**src/rtl/nonrestoring_divider_pkg.sv**
```systemverilog
// ---------------------------------------------------------------------------
// nonrestoring_divider_pkg
//  Shared definitions for the multi-cycle arithmetic units. The state
//  encoding is common to the divider and to future sequential units (such
//  as the multiplier), so that they all present the same handshake shape.
// ---------------------------------------------------------------------------
package nonrestoring_divider_pkg;

   // Sequencer states of a multi-cycle functional unit.
   typedef enum logic [1:0] {
      S_IDLE = 2'd0,
      S_RUN  = 2'd1,
      S_FIX  = 2'd2,
      S_DONE = 2'd3
   } div_state_e;

endpackage : nonrestoring_divider_pkg

```
**src/rtl/nonrestoring_divider_div_addsub.sv**
```systemverilog
// ---------------------------------------------------------------------------
// div_addsub
//  Combinational W-bit adder/subtracter. The result wraps modulo 2^W.
//  Ports:
//   a    in  W  first operand
//   b    in  W  second operand
//   sub  in  1  0: sum = a + b, 1: sum = a - b
//   sum  out W  result
// ---------------------------------------------------------------------------
module div_addsub #(
   parameter int W = 33
) (
   input  logic [W-1:0] a,
   input  logic [W-1:0] b,
   input  logic         sub,
   output logic [W-1:0] sum
);

   logic [W-1:0] b_eff;
   logic [W-1:0] cin;

   // Subtraction is a + ~b + 1: sub inverts b and supplies the carry-in.
   assign b_eff = b ^ {W{sub}};
   assign cin   = {{(W-1){1'b0}}, sub};
   assign sum   = a + b_eff + cin;

endmodule : div_addsub

```
**src/rtl/nonrestoring_divider.sv**
```systemverilog
// ---------------------------------------------------------------------------
// nonrestoring_divider
//  Sequential unsigned N-bit divider, non-restoring algorithm. It takes one
//  add-or-subtract step per clock on a shared (N+1)-bit datapath, then
//  applies one remainder correction step.
//  Ports:
//   clk          in   1  clock, rising edge
//   rst_n        in   1  asynchronous active-low reset
//   start        in   1  request, sampled only in IDLE or DONE
//   dividend     in   N  unsigned dividend, sampled with start
//   divisor      in   N  unsigned divisor, sampled with start
//   busy         out  1  high while the iteration is in progress
//   done         out  1  one-cycle pulse, results valid
//   quotient     out  N  result, held until replaced
//   remainder    out  N  result, held until replaced
//   div_by_zero  out  1  set with done when divisor was zero
//  Latency: start accepted at edge k -> done in cycle k+N+2 (k+1 on /0).
// ---------------------------------------------------------------------------
module nonrestoring_divider
   import nonrestoring_divider_pkg::*;
#(
   parameter int N = 32
) (
   input  logic         clk,
   input  logic         rst_n,
   input  logic         start,
   input  logic [N-1:0] dividend,
   input  logic [N-1:0] divisor,
   output logic         busy,
   output logic         done,
   output logic [N-1:0] quotient,
   output logic [N-1:0] remainder,
   output logic         div_by_zero
);

   localparam int CNT_W = $clog2(N + 1);

   div_state_e   state_q, state_d;
   logic [N:0]   a_q, a_d;           // partial remainder, two's complement
   logic [N-1:0] q_q, q_d;           // dividend shifting out, quotient in
   logic [N:0]   m_q, m_d;           // zero-extended divisor
   logic [CNT_W-1:0] count_q, count_d;
   logic [N-1:0] quotient_q, quotient_d;
   logic [N-1:0] remainder_q, remainder_d;
   logic         dbz_q, dbz_d;

   // Shared add/sub datapath operands.
   logic [N:0]   a_shift;
   logic [N:0]   as_a;
   logic         as_sub;
   logic [N:0]   as_sum;

   // One left shift of the {A,Q} pair: the top bit of Q enters A.
   assign a_shift = {a_q[N-1:0], q_q[N-1]};

   // In RUN the sign of the old A chooses subtract (A >= 0) or add (A < 0).
   // In FIX the same adder restores a negative remainder by adding M back.
   always_comb begin
      as_a   = a_shift;
      as_sub = ~a_q[N];
      if (state_q == S_FIX) begin
         as_a   = a_q;
         as_sub = 1'b0;
      end
   end

   div_addsub #(
      .W (N + 1)
   ) u_addsub (
      .a   (as_a),
      .b   (m_q),
      .sub (as_sub),
      .sum (as_sum)
   );

   always_comb begin
      state_d     = state_q;
      a_d         = a_q;
      q_d         = q_q;
      m_d         = m_q;
      count_d     = count_q;
      quotient_d  = quotient_q;
      remainder_d = remainder_q;
      dbz_d       = dbz_q;

      case (state_q)
         S_IDLE, S_DONE: begin
            if (start) begin
               a_d     = '0;
               q_d     = dividend;
               m_d     = {1'b0, divisor};
               count_d = CNT_W'(N);
               if (divisor == '0) begin
                  // No iteration needed: results are defined directly.
                  quotient_d  = '1;
                  remainder_d = dividend;
                  dbz_d       = 1'b1;
                  state_d     = S_DONE;
               end else begin
                  dbz_d   = 1'b0;
                  state_d = S_RUN;
               end
            end else if (state_q == S_DONE) begin
               state_d = S_IDLE;
            end
         end

         S_RUN: begin
            a_d     = as_sum;
            // New quotient bit is 1 when the partial remainder stays >= 0.
            q_d     = {q_q[N-2:0], ~as_sum[N]};
            count_d = count_q - CNT_W'(1);
            if (count_q == CNT_W'(1)) begin
               state_d = S_FIX;
            end
         end

         S_FIX: begin
            if (a_q[N]) begin
               a_d = as_sum;
            end
            quotient_d  = q_q;
            remainder_d = a_q[N] ? as_sum[N-1:0] : a_q[N-1:0];
            state_d     = S_DONE;
         end

         default: begin
            state_d = S_IDLE;
         end
      endcase
   end

   always_ff @(posedge clk or negedge rst_n) begin
      if (!rst_n) begin
         state_q     <= S_IDLE;
         a_q         <= '0;
         q_q         <= '0;
         m_q         <= '0;
         count_q     <= '0;
         quotient_q  <= '0;
         remainder_q <= '0;
         dbz_q       <= 1'b0;
      end else begin
         state_q     <= state_d;
         a_q         <= a_d;
         q_q         <= q_d;
         m_q         <= m_d;
         count_q     <= count_d;
         quotient_q  <= quotient_d;
         remainder_q <= remainder_d;
         dbz_q       <= dbz_d;
      end
   end

   assign busy        = (state_q == S_RUN) || (state_q == S_FIX);
   assign done        = (state_q == S_DONE);
   assign quotient    = quotient_q;
   assign remainder   = remainder_q;
   assign div_by_zero = dbz_q;

endmodule : nonrestoring_divider
```
**config.mk**
```make
export PLATFORM = sky130hd
export DESIGN_NAME = nonrestoring_divider
export DESIGN_NICKNAME = d
export VERILOG_FILES = /design/src/rtl/nonrestoring_divider_pkg.sv /design/src/rtl/nonrestoring_divider_div_addsub.sv /design/src/rtl/nonrestoring_divider.sv
export SDC_FILE = /design/constraint.sdc
export NUM_CORES = 1
export LEC_CHECK = 0
export BUFFER_PORTS_ARGS = -buffer_cell sky130_fd_sc_hd__clkbuf_2
export CAP_MARGIN = 15
export CORE_MARGIN = 2
export CORE_UTILIZATION = 59
export CTS_CLUSTER_SIZE = 10
export DETAILED_ROUTE_END_ITERATION = 16
export GPL_ROUTABILITY_DRIVEN = 0
export GPL_TIMING_DRIVEN = 0
export PLACE_DENSITY_LB_ADDON = 0.25
export RECOVER_POWER = 100
export SETUP_SLACK_MARGIN = 0.05
export SLEW_MARGIN = 20
export SYNTH_ARGS = -nofsm -noshare
export SYNTH_HDL_FRONTEND = slang
export SYNTH_SLANG_ARGS = --single-unit
```
**constraint.sdc**
```tcl
create_clock -name clk -period 4.87 [get_ports clk]
set_input_delay 0.2435 -clock clk [delete_from_list [all_inputs] [get_ports clk]]
set_output_delay 0.2435 -clock clk [all_outputs]
set_load 0.1 [all_outputs]
```
# Word level (Yosys, flattened, before mapping)
# Cells that the tools add are included.
[totals]
reg_bits = 170
in_bits = 67
wordCells = 57
out_inout_bits = 67
[classes]
eq_ne = 9
n_bitwise = 3
muxes = 22
addsub = 3
reduce_logical = 11
[op_table]
columns = ["op", "count"]
rows = [
  ["$mux 32", 6],
  ["$pmux 32 s2", 3],
  ["$mux 33", 3],
  ["$pmux 33 s3", 1],
  ["$add 33x1->33", 1],
  ["$add 33x33->33", 1],
  ["$xor 32x33->33", 1],
  ["$logic_not 32->1", 1],
  ["$pmux 6 s2", 1],
  ["$mux 2", 4],
  ["$ne 2x2->1 const B", 4],
  ["$reduce_and 2->1", 4],
  ["$eq 6x1->1 const B", 1],
  ["$mux 6", 1],
  ["$pmux 2 s3", 1],
  ["$sub 6x1->6 const B", 1],
  ["$eq 2x2->1 const B", 2],
  ["$reduce_bool 2->1", 2],
  ["$ne 3x3->1 const B", 1],
  ["$reduce_and 3->1", 1],
  ["$eq 2x1->1 const B", 1],
  ["$logic_not 2->1", 1],
  ["$mux 1", 2],
  ["$not 1->1", 2],
  ["2 further kinds", 2],
]

# Depth between registers and ports, before layout
# Gate-level depths: netlist of run 1.
[logic_depth]
word_depth = 7
depth_mapped = 17
mapped_depth_nobuf = 15

# Modules after synthesis
# From an unflattened synthesis of run 1, not the netlist that was laid out.
[unflattened]
cells_unflattened = 967
area_unflattened_um2 = 10219.8
[by_module_without_submodules]
columns = ["mod", "seq_area_each_um2", "cells_per_inst", "area_each_um2", "instances"]
rows = [
  ["nonrestoring_divider", 4254.1, 677, 8139.1, 1],
  ["div_addsub", 0.0, 290, 2080.7, 1],
]

# Worst setup path after synthesis of run 1
# OpenSTA, ideal clock, no wires.
[synth_path]
kind = "register -> register"
from = "reg state_q[0]"
to = "reg a_q[32]"
t_arrival_ps = 3975
path_buffers = 4
path_stages_with_launch = 18
synth_period_minus_slack_ps = 4114
required_time_ps = 4731
setup_ps = 139
setup_slack_ps = 756
cell_sequence = "dfrtp_1 > inv_1 > ha_1 > buf_2 > clkbuf_1 > buf_1 > mux2_2 > ha_1 > buf_6 > a211oi_2 > o211ai_1 > a221o_1 > a311o_1 > a21oi_2 > o31ai_2 > and3_4 > o211ai_2 > o311ai_1"
[synth_via]
elab_chain_cells = 7
word_cells_on_any_way = 13
cone_classes = "add/sub: 2; eq/ne: 4; mux: 4; bitwise: 1; reduce/logical: 2"
[synth_rtl]
columns = ["element", "line_no", "text"]
rows = [
  ["start, declared", "nonrestoring_divider.sv:38", "div_state_e state_q, state_d;"],
  ["start signal, assigned", "nonrestoring_divider.sv:144", "state_q <= state_d;"],
  ["$eq 2x2->1", "nonrestoring_divider.sv:61, nonrestoring_divider.sv:86", ""],
  ["$mux 1", "nonrestoring_divider.sv:61", "if (state_q == S_FIX) begin"],
  ["$xor 32x33->33", "nonrestoring_divider_div_addsub.sv:23", "assign b_eff = b ^ {W{sub}};"],
  ["$add 33x33->33", "nonrestoring_divider_div_addsub.sv:25", "assign sum = a + b_eff + cin;"],
  ["$add 33x1->33", "nonrestoring_divider_div_addsub.sv:25", ""],
  ["$mux 33", "nonrestoring_divider.sv:119", "if (a_q[N]) begin"],
  ["$pmux 33 s3", "nonrestoring_divider.sv:86", "case (state_q)"],
  ["end signal, assigned", "nonrestoring_divider.sv:136", "a_q <= '0;"],
  ["end signal, assigned", "nonrestoring_divider.sv:145", "a_q <= a_d;"],
  ["end, declared", "nonrestoring_divider.sv:39", "logic [N:0] a_q, a_d;"],
]
# Several ways; a longest one is shown, not always the timed one. The select of a mux whose other input is x is not followed.
# A chain may end at the register's enable or synchronous reset.

# Final worst setup path of run 1
[layout_path]
from = "reg state_q[0]"
to = "reg remainder_q[23] (netlist: remainder[23])"
[layout_via]
elab_chain_cells = 7
word_cells_on_any_way = 15
cone_classes = "add/sub: 2; eq/ne: 4; mux: 4; bitwise: 1; reduce/logical: 4"
[layout_rtl]
columns = ["element", "line_no", "text"]
rows = [
  ["$eq 2x2->1", "nonrestoring_divider.sv:61, nonrestoring_divider.sv:86", ""],
  ["$mux 1", "nonrestoring_divider.sv:61", ""],
  ["$xor 32x33->33", "nonrestoring_divider_div_addsub.sv:23", ""],
  ["$add 33x33->33", "nonrestoring_divider_div_addsub.sv:25", ""],
  ["$add 33x1->33", "nonrestoring_divider_div_addsub.sv:25", ""],
  ["$mux 32", "nonrestoring_divider.sv:123", "remainder_d = a_q[N] ? as_sum[N-1:0] : a_q[N-1:0];"],
  ["$pmux 32 s2", "nonrestoring_divider.sv:86", ""],
  ["end signal, assigned", "nonrestoring_divider.sv:150", "remainder_q <= remainder_d;"],
  ["end, declared", "nonrestoring_divider.sv:44", "logic [N-1:0] remainder_q, remainder_d;"],
]
# Several ways; a longest one is shown, not always the timed one.

==> results of run 1 <==
## cell usage in the layout (no fill, tap or decap), drive strengths merged, types with 24 or more instances in the layout
cell type | Yosys | final
a22o | 24 | 24
clkbuf | 48 | 200
a21oi | 70 | 70
inv | 50 | 59
ha | 36 | 36
mux2i | 53 | 53
mux2 | 62 | 62
dfrtp | 170 | 170
o21ai | 98 | 98
nor2 | 85 | 85
nand2 | 103 | 103
a31oi | 38 | 38
xor2 | 45 | 45
xnor2 | 25 | 25
## worst max path at each step
stage	from	end	slack [ns]	cells past startpoint
4_1_cts	state_q[0]$_DFFE_PN0P_	remainder[19]$_DFFE_PN0P_	0.05	16
2_1_floorplan	state_q[0]$_DFFE_PN0P_	a_q[32]$_DFFE_PN0P_	0.76	17
3_3_place_gp	state_q[0]$_DFFE_PN0P_	remainder[19]$_DFFE_PN0P_	-0.06	16
5_1_grt	state_q[0]$_DFFE_PN0P_	remainder[30]$_DFFE_PN0P_	0.03	17
6_report	state_q[0]$_DFFE_PN0P_	remainder[23]$_DFFE_PN0P_	0.19	16
3_5_place_dp	state_q[0]$_DFFE_PN0P_	remainder[19]$_DFFE_PN0P_	-0.07	16
## flip-flops by register name, summed over array words and instances (netlist names)
signal and cells:
quotient 32, m_q 32, div_by_zero 1, a_q 33
remainder 32, count_q 6, state_q 2, q_q 32
## what timing repair did
item | CTS | global route
hold buffers | 1 | 0
endpoints found under the setup margin | 14 | 27
endpoints found under the hold margin | 29 | 0
resized for setup | 2 | 13
## metrics by stage
stage / TNS (ns) / instances
finish: 0 / 1448
global route: 0 / 1448
CTS: 0 / 1448
detailed placement: -0.144 / 1416
global placement: -0.102 / 1414
floorplan: 0 / 1062
## Yosys cell counts, types with 20 or more instances
| cell type | number |
|---|---|
| inv_1 | 50 |
| ha_1 | 36 |
| a31oi_1 | 37 |
| a22o_1 | 24 |
| o21ai_1 | 20 |
| xor2_1 | 45 |
| mux2_2 | 61 |
| mux2i_1 | 53 |
| a21oi_1 | 69 |
| nor2_1 | 85 |
| o21ai_0 | 78 |
| clkbuf_1 | 48 |
| dfrtp_1 | 170 |
| xnor2_1 | 25 |
| nand2_1 | 103 |
## final cells by class
class | instances | area, um^2 | share of cell area (%)
Clock inverter | 14 | 158 | 1.37
Inverter | 50 | 188 | 1.63
Tap cell | 220 | 275 | 2.39
Sequential cell | 170 | 4250 | 36.9
Multi-Input combinational cell | 778 | 5360 | 46.4
Buffer | 64 | 264 | 2.29
Timing Repair Buffer | 135 | 618 | 5.36
Clock buffer | 17 | 425 | 3.69
## critical path, delay by kind of cell, from the launching register on
family	cells	cell delay, ns
muxes	2	0.56
buffers and inverters	4	0.97
DFF	1	0.41
AOI/OAI and AO/OA	5	1.46
and+or+nand+nor	3	0.54
adders and majority gates	2	0.57
## layer usage
metal | vias up | routed length [um] | part of all wire (%) | GRT usage, %
met2 | 385 | 12400 | 46 | 48.2
met5 | - | 0 | 0 | 0
li1 | 4067 | - | - | -
met4 | 0 | 735 | 2.7 | 10.9
met3 | 57 | 1950 | 7.2 | 5.48
met1 | 4172 | 11800 | 44 | 41.2
## cells by family after synthesis
logic type | count (synthesis) | synth area share (%)
fa+ha+maj | 37 | 4.69
simple gates | 262 | 11.8
buf+inv | 114 | 4.44
mux | 115 | 12.2
xor+xnor | 70 | 6.11
compound gates | 294 | 18.4
flops | 170 | 42.4
==> metrics, run 1 <==
CP arrival 4.98 ns; Syn Area/Cell 9.45 um^2; Area Overhead vs Synth 15.0%; end point of the worst hold path m_q[27]$_DFFE_PN0P_; setup bufs post-CTS 0; wire per inst between 15 and 20 um; final WL 27000 um; Crit. End Element flop; CP required 5.18 ns; r2r setup slk 0.19 ns; Post-Syn Instances between 1000 and 1500; Final Hold Fails 0; CP Max Fanout 10; failing checks max-capacitance violations, max-slew violations; largest net degree at the start of global routing 90; fin util between 60% and 70%; Yosys cell types 63; clock tree buffer depth 2; drt initial violations 832; Clock Sinks 170; Core Rows 47; average vias per placed instance 6.00; Synth area leader dfrtp_1; antenna violations before repair 0; num ports 134; register clock-pin slew on the reported worst setup and hold paths 0.07 ns; routed vias 8681; CP peak stage delay 0.41 ns; ANT nets after route 0; share of post-route cells with drive strength above 1 14.8%; Setup Viol. Count Final 0; reg-to-reg endpoint remainder[23]$_DFFE_PN0P_; final worst path period need 4.68 ns; Clock Skews 0.0110 ns; most frequent cell on the critical path buf_2; gr ovfl total 0; H-tree levels 4; critical hold path startpoint divisor[27]; Post-synth EDFFs 0; Port Buffers 132; wire length of the first global-routing pass 42400 um; antenna cells 0; Hold Slack 0.0428 ns; crit-path cells inv_1 > ha_1 > buf_2 > buf_2 > buf_2 > mux2_2 > ha_1 > and2_0 > o311ai_2 > a31oi_4 > nand4_1 > a21oi_1 > o21ai_0 > mux2i_1 > o21ai_0 > nand3_1; Max Slew Vio Count 120; DIE AREA 18100 um^2; Ys Warns 0; max_cap viols 2; drt drc 0; Post-DP HPWL 20200 um; Hold Path Class in2reg; Synth Net Count 1166; Worst Slack Setup Final 0.193 ns; first-pass detailed-route iteration total 5; Cell Area, Synth 10000 um^2; CTS Buf Count 17; WS Path Type reg2reg; worst hold path depth 2; post-synthesis sequential area ratio 42.4%; Placement Cell Area 11000 um^2; cells on worst reg2reg path 16; fillcell total 1357; status finished with violations; Tightest Pin Transition around 2.3 ns; ranking of synthesized cells by area dfrtp_1 42%, mux2_2 6.8%, mux2i_1 5.3%; Yosys top cell area share a little over two fifths; CTS Root Cell clkbuf_16; Yosys reg bits 170; relative slew slack -53.8%; Max Freq 0.214 GHz; Most used DFF post-synth dfrtp_1; cell area after layout approximately 12000 um^2; Worst-Skew Late Latency 0.45 ns; Core ar. 16600 um^2; r2r startpoint state_q[0]$_DFFE_PN0P_; CP Launch Type flop; die width 134 um; period utilization 96.0%; Die Y 134 um; fin nets around 1300; initial core utilization 60.5%; gr usage total between 30% and 40%; slowest stage cell, crit path dfrtp_1; RSZ-0062 raised after global routing yes; CTS tree done; Place WS -0.0733 ns; ys async rst share 100%; vias in the first global route 8114
Power of run 1 is left out: the tool's default activity adds up to more than one toggle a clock period on the data nets, which glitch-free logic cannot reach.
==> inputs of run 2 (changes only) <==
--- a/config.mk
+++ b/config.mk
@@ -8,11 +8,12 @@
 export BUFFER_PORTS_ARGS = -buffer_cell sky130_fd_sc_hd__clkbuf_2
 export CAP_MARGIN = 15
 export CORE_MARGIN = 2
-export CORE_UTILIZATION = 59
+export CORE_UTILIZATION = 63
 export CTS_CLUSTER_SIZE = 10
 export DETAILED_ROUTE_END_ITERATION = 16
 export GPL_ROUTABILITY_DRIVEN = 0
 export GPL_TIMING_DRIVEN = 0
+export MAX_ROUTING_LAYER = met4
 export PLACE_DENSITY_LB_ADDON = 0.25
 export RECOVER_POWER = 100
 export SETUP_SLACK_MARGIN = 0.05
==> constraint.sdc (replaced) <==
create_clock -name clk -period 5.7 [get_ports clk]
set_input_delay 0.285 -clock clk [delete_from_list [all_inputs] [get_ports clk]]
set_output_delay 0.285 -clock clk [all_outputs]
set_load 0.1 [all_outputs]
==> metrics, run 2 (same netlist as run 1, synthesis figures left out) <==
CTS Root Cell clkbuf_16; average vias per placed instance 6.05; Fin Setup TNS 0 ns; initial core utilization 63.9%; CTS tree done; gr usage total 33.2%; first-pass detailed-route iteration total 6; Setup Viol. Count Final 0; antenna cells 0; largest net degree at the start of global routing 96; max FFs per register 33; Hold Path Class in2reg; Reg area 4250 um^2; routed vias a little under 9000; relative slew slack -183%; Worst setup endpoint remainder[19]$_DFFE_PN0P_; Resized cells post-CTS 0; Biggest register a_q; Worst-Skew Late Latency 0.44 ns; Core Rows 46; cells on worst reg2reg path 16; Die Y 130 um; most common cell after layout, fill and taps aside dfrtp_1; ANT nets after route 0; Clock Skews 0.00589 ns; final worst path period need about 5.2 ns; drt drc 0; final WL 26800 um; CP Launch Type flop; r2r startpoint state_q[0]$_DFFE_PN0P_; period utilization 92.0%; antenna violations before repair 0; gr ovfl total 0; wire per inst 18.6 um; setup bufs post-CTS 0; failing checks max-capacitance violations, max-slew violations; reg-to-reg endpoint remainder[19]$_DFFE_PN0P_; num ports 134; drt initial violations 843; CP required 6.02 ns; WS Path Type reg2reg; r2r setup slk 0.45 ns; Core ar. 15700 um^2; Tightest Pin Transition 4.24 ns; Post-DP HPWL 20300 um; CP Max Fanout 10; register clock-pin slew on the reported worst setup and hold paths 0.07 ns; CTS Buf Count 17; RSZ-0062 raised after global routing no; share of post-route cells with drive strength above 1 13.7%; Clock Sinks 170; H-tree levels 4; status finished with violations; die width 130 um; fin nets 1319; clock tree buffer depth 2; CP arrival 5.57 ns; fillcell total 1233; area of the multi-input gates 5330 um^2; origin of the worst setup path state_q[0]$_DFFE_PN0P_; Crit. End Element flop; Max Slew Vio Count 76; Port Buffers 132; Final Hold Fails 0; vias in the first global route 8287; DIE AREA ~17000 um^2; wire length of the first global-routing pass 42200 um; Max Freq 0.191 GHz; max_cap viols 1; Area Overhead vs Synth 14.2%; most frequent cells in the layout 170 x dfrtp_1, 122 x clkbuf_1, 103 x nand2_1
## run 2: how the worst min path moves through the flow
stage,start,end,cells past startpoint
floorplan,rst_n,a_q[0]$_DFFE_PN0P_,0
CTS,divisor[19],m_q[19]$_DFFE_PN0P_,2
global route,divisor[19],m_q[19]$_DFFE_PN0P_,2
global placement,remainder[11]$_DFFE_PN0P_,remainder[11]$_DFFE_PN0P_,1
finish,divisor[19],m_q[19]$_DFFE_PN0P_,2
detailed placement,rst_n,m_q[7]$_DFFE_PN0P_,1
## run 2: repair_timing
action                                  in CTS  in global routing
hold buffers                                 1                  0
endpoints found under the setup margin       0                  0
hold endpoints to repair                    75                  0
## run 2: final cells by class
type | count | area share [%]
buffer | 64 | 2.23
clock buffer | 19 | 3.78
clock inverter | 12 | 1.05
inverter | 50 | 1.64
tap | 216 | 2.36
sequential | 170 | 37.1
timing repair buffer | 134 | 5.35
multi-input combinational | 778 | 46.5
## run 2: critical path, stage by stage (launching register included)
cell and delay, ns:
dfrtp_1 0.40, inv_1 0.09, ha_1 0.24, clkbuf_1 0.35, clkbuf_1 0.49, clkbuf_1 0.55, mux2_2 0.41, ha_1 0.35
and2_0 0.18, o311ai_2 0.14, a31oi_2 0.37, nand4_1 0.19, a21oi_1 0.35, nor2_1 0.13, xnor2_1 0.20, mux2_1 0.34
a221o_1 0.33
## run 2: metrics by stage
stage	hold WS [ns]	instance area [um^2]	util, %	setup WS (ns)	instances
after global placement	0.461	11000	69.8	0.785	1410
after detailed placement	0.353	11000	70.0	0.681	1411
final	0.0893	11500	72.9	0.453	1443
after global routing	0.103	11500	72.9	0.217	1443
after floorplan	-0.0106	10000	-	1.59	1062
after CTS	0.0932	11600	73.6	0.679	1443
## run 2: layer usage
metal,wire length [um],global-route usage (%),part of all wire (%),vias up
met3,2140,5.62,8.0,53
met5,0,-,0,-
li1,-,-,-,4089
met4,716,12.1,2.7,0
met2,12600,53.4,47,404
met1,11300,42.7,42,4182
Power of run 2 is left out for the same reason.
